===== config.mk =====
export PLATFORM = sky130hd
export DESIGN_NAME = sat_counter
export DESIGN_NICKNAME = d
export VERILOG_FILES = /design/src/rtl/mc_pkg.sv /design/src/rtl/sat_counter.sv
export SDC_FILE = /design/constraint.sdc
export NUM_CORES = 1
export LEC_CHECK = 0
export ABC_AREA = 1
export BUFFER_PORTS_ARGS = -buffer_cell sky130_fd_sc_hd__buf_2
export CAP_MARGIN = 20
export CORE_MARGIN = 2
export CORE_UTILIZATION = 52
export DETAILED_ROUTE_END_ITERATION = 8
export PLACE_DENSITY = 0.81
export SLEW_MARGIN = 20
export SYNTH_ARGS = -nofsm -noshare
export SYNTH_HDL_FRONTEND = slang
export SYNTH_SLANG_ARGS = --single-unit

===== constraint.sdc =====
create_clock -name clk -period 1.6 [get_ports clk]
set_input_delay 0.08 -clock clk [delete_from_list [all_inputs] [get_ports clk]]
set_output_delay 0.08 -clock clk [all_outputs]
set_load 0.03 [all_outputs]

===== src/rtl/mc_pkg.sv =====
`default_nettype none
// ============================================================================
//  Module   : mc_pkg
//  Purpose  : Shared definitions for the minterm checker: FSM state encoding
//             and the all-ones saturation constant used by sat_counter.
//  Ports    : none (package)
//  Revision : 1.0 - initial release
// ============================================================================
package mc_pkg;

   // FSM state encoding, exported as-is on the state output.
   typedef enum logic [1:0] {
      ST_IDLE = 2'd0,
      ST_LOAD = 2'd1,
      ST_RUN  = 2'd2,
      ST_DONE = 2'd3
   } mc_state_e;

   // Saturation value for counters up to 64 bits wide; a W-bit counter
   // uses the low W bits, which gives 2**W-1.
   localparam logic [63:0] CNT_SAT_MAX = '1;

endpackage : mc_pkg
`default_nettype wire


===== src/rtl/sat_counter.sv =====
`default_nettype none
// ============================================================================
//  Module   : sat_counter
//  Purpose  : W-bit up-counter that increments on inc and sticks at 2**W-1.
//  Ports    : clk   - clock
//             reset - synchronous active-high reset (clears the count)
//             inc   - increment request for this cycle
//             count - current count value
//  Revision : 1.0 - initial release
// ============================================================================
module sat_counter
   import mc_pkg::*;
#(
   parameter int W = 16
) (
   input  logic         clk,
   input  logic         reset,
   input  logic         inc,
   output logic [W-1:0] count
);

   localparam logic [W-1:0] C_MAX = CNT_SAT_MAX[W-1:0];

   logic [W-1:0] cnt_q;

   always_ff @(posedge clk) begin
      if (reset) begin
         cnt_q <= '0;
      end else if (inc && (cnt_q != C_MAX)) begin
         cnt_q <= cnt_q + W'(1);
      end
   end

   assign count = cnt_q;

endmodule : sat_counter
`default_nettype wire


==> impl_metrics.ini <==
[setup_path]
worstSetupStartpoint = count[1]
critPathSlowestCell = dfxtp_1
worstPathMaxFanout = 7
end_kind = flop
r2r_start = count[1]
path_cells = ha_1 -> inv_1 -> nor2_4 -> nand2_2 -> nor2_8 -> nor2_2 -> nor2_1 -> nor2_1
crit_type = reg2reg
worstSetupStartpointType = flop
cp.required_ps = 1800
crit_arrival_ps = 1630
crit_path_max_incr_delay_ps = 380
cpMostUsedCell = nor2_1

[yosys]
seq_area_frac_synth_pct = 34.5
syn_area_per_cell_um2 = 6.24
synth_area_leaders = dfxtp_1, nand2_1, nor2_1
netlist_area_um2 = 930
synth_top_area_cell = dfxtp_1
synth_cells = 149
yosysTopAreaCellShare_pct = 34.5
ys_types = 16
syn_nets = 153
yosysWarnings = 0
ys_seq_elements = 16

[floorplanning]
die_area_um2 = 2140
rows = 15
die_h_um = 46.3
core_um2 = 1710
ioPinCount = 19
initial_core_util_pct = 54.4
die_w_um = 46.3

[finish]
multi_input_comb_area_um2 = 564
diodes = 0
fin_area_um2 = 1090
ff_latch_area_um2 = 323
final_nets = 175
largest_reg_flops = 16
fill_cells = 162
drive_gt1_share_pct = 23.5
area_growth_syn_to_layout_pct = 17.2

[route]
wirelength_um = 2020
dr.first_iter.drc_count = 29
ant_nets = 0
wire_per_inst_um = 10.4
vias = 989
routed_via_density = 5.07
drc = 0
drt-pass1-iter-count = 4

[grt]
overflow = 0
grtUsageTotal_pct = 21.9
grt_pass1_wl_um = 3350
grt_pass1_vias = 821
antenna_found_initial = 0
grt_max_degree = 17

[flow_run]
max_cap_violations = 0

[cts]
cts_hold_buf = 0
cts_htree_levels = 1
clock_path_buffers = 2
clock-sinks = 16
cts.clk_slew.worst_paths_ps = 100
cts-root-buf = clkbuf_4
cts_buffers = 3
clk_latency_ps = 300
cts_tree = yes

[timing]
slew_viol_final = 0
worst_pin_slew_ps = 492
fin_crit_ps = 1430
relSlewSlack_pct = 67.1
finalSetupTns_ps = 0
fmax_mhz = 698
hold_viol_final = 0
fin_worst_skew_ps = 3.42
setup-violations-final = 0
grt_setup_unrepaired = false
fin_crit_sh_pct = 89.6

[min_path]
hold_path_class = in2reg
worstHoldStart = inc

[power]
ir_worst_vdd_mv = 0.503
leakagePower_nw = 0.498
p_per_area_nw_per_um2 = 680

[placement]
portBuffers = 18
dp_hpwl_um = 1550
place_area_um2 = 1040
place.gp.congestion = 0.832

[status]
status = finished clean
critical path: cells and delay by family, from the launching register on:
family,cells,cell delay (ps)
buffers and inverters,1,70
AND/OR/NAND/NOR,6,710
flip-flops,1,380
adder cells (fa/ha/maj),1,180
layout make-up:
| type | instances | area share (%) |
|---|---|---|
| multi-input cells | 121 | 51.8 |
| flip-flops and latches | 16 | 29.6 |
| repair buffers | 19 | 8.96 |
| inverters | 10 | 3.44 |
| clock buffers | 4 | 3.33 |
| well taps | 25 | 2.87 |
power by group:
part | internal (mW) | total (mW) | switching (mW) | leakage [nW]
combinational | 0.0166 | 0.0525 | 0.0359 | 0.346
sequential | 0.403 | 0.409 | 0.00547 | 0.130
clock | 0.139 | 0.279 | 0.140 | 0.0210
total | 0.559 | 0.741 | 0.182 | 0.498
synth_stat cells:
master / n
inv_1: 10
or2_0: 1
dfxtp_1: 16
nor2_8: 1
nor2_1: 35
nor2_4: 2
nand2_1: 46
ha_1: 1
buf_2: 1
clkbuf_4: 1
a21oi_1: 7
nor2_2: 10
nand2_2: 2
nand3_1: 12
nand4_1: 3
nor3_1: 1
metrics by stage:
| stage | power, mW | setup slack, ps | utilization [%] | hold slack, ps | instances |
|---|---|---|---|---|---|
| floorplan | 0.459 | 41.2 | - | 293 | 149 |
| global placement | 0.468 | 206 | 60.8 | 504 | 190 |
| detailed placement | 0.470 | 109 | 60.8 | 525 | 190 |
| CTS | 0.743 | 75.8 | 62.9 | 226 | 194 |
| global route | 0.766 | 1.50 | 63.8 | 270 | 195 |
| finish | 0.741 | 167 | 63.8 | 220 | 195 |
cell usage in the layout, fill, tap and decap left out, drive strengths merged:
master	netlist	final
nor3	1	1
a21oi	7	7
nand4	3	3
nand2	48	48
buf	1	19
nor2	48	48
inv	10	10
clkbuf	1	4
nand3	12	12
dfxtp	16	16
ha	1	1
or2	1	1
final timing paths:
kind / endpoint / slack, ps / depth (start not counted)
hold reg to reg: count[0] / 520 / 2
hold / removal: count[3] / 220 / 5
setup reg to reg: count[9] / 170 / 8
setup / recovery: count[9] / 170 / 8
cell families after synthesis:
group	synth area share, %
compound gates	3.77
fa+ha+maj	1.35
simple gates	55.0
buf+inv	5.38
flops	34.5
per-layer routing:
| metal | vias to the layer above | GRT usage [%] | wire length, um |
|---|---|---|---|
| met5 | - | 0 | 0 |
| met4 | 0 | 13.7 | 53 |
| met3 | 7 | 3.53 | 103 |
| met2 | 28 | 32.2 | 935 |
| met1 | 441 | 29.3 | 927 |
| li1 | 513 | - | - |
what timing repair did:
action,4_1_cts,5_1_grt
endpoints found under the setup margin,0,14
resized for setup,0,3
setup buffers,0,1
No activity file was read; power rests on OpenSTA's default activity.
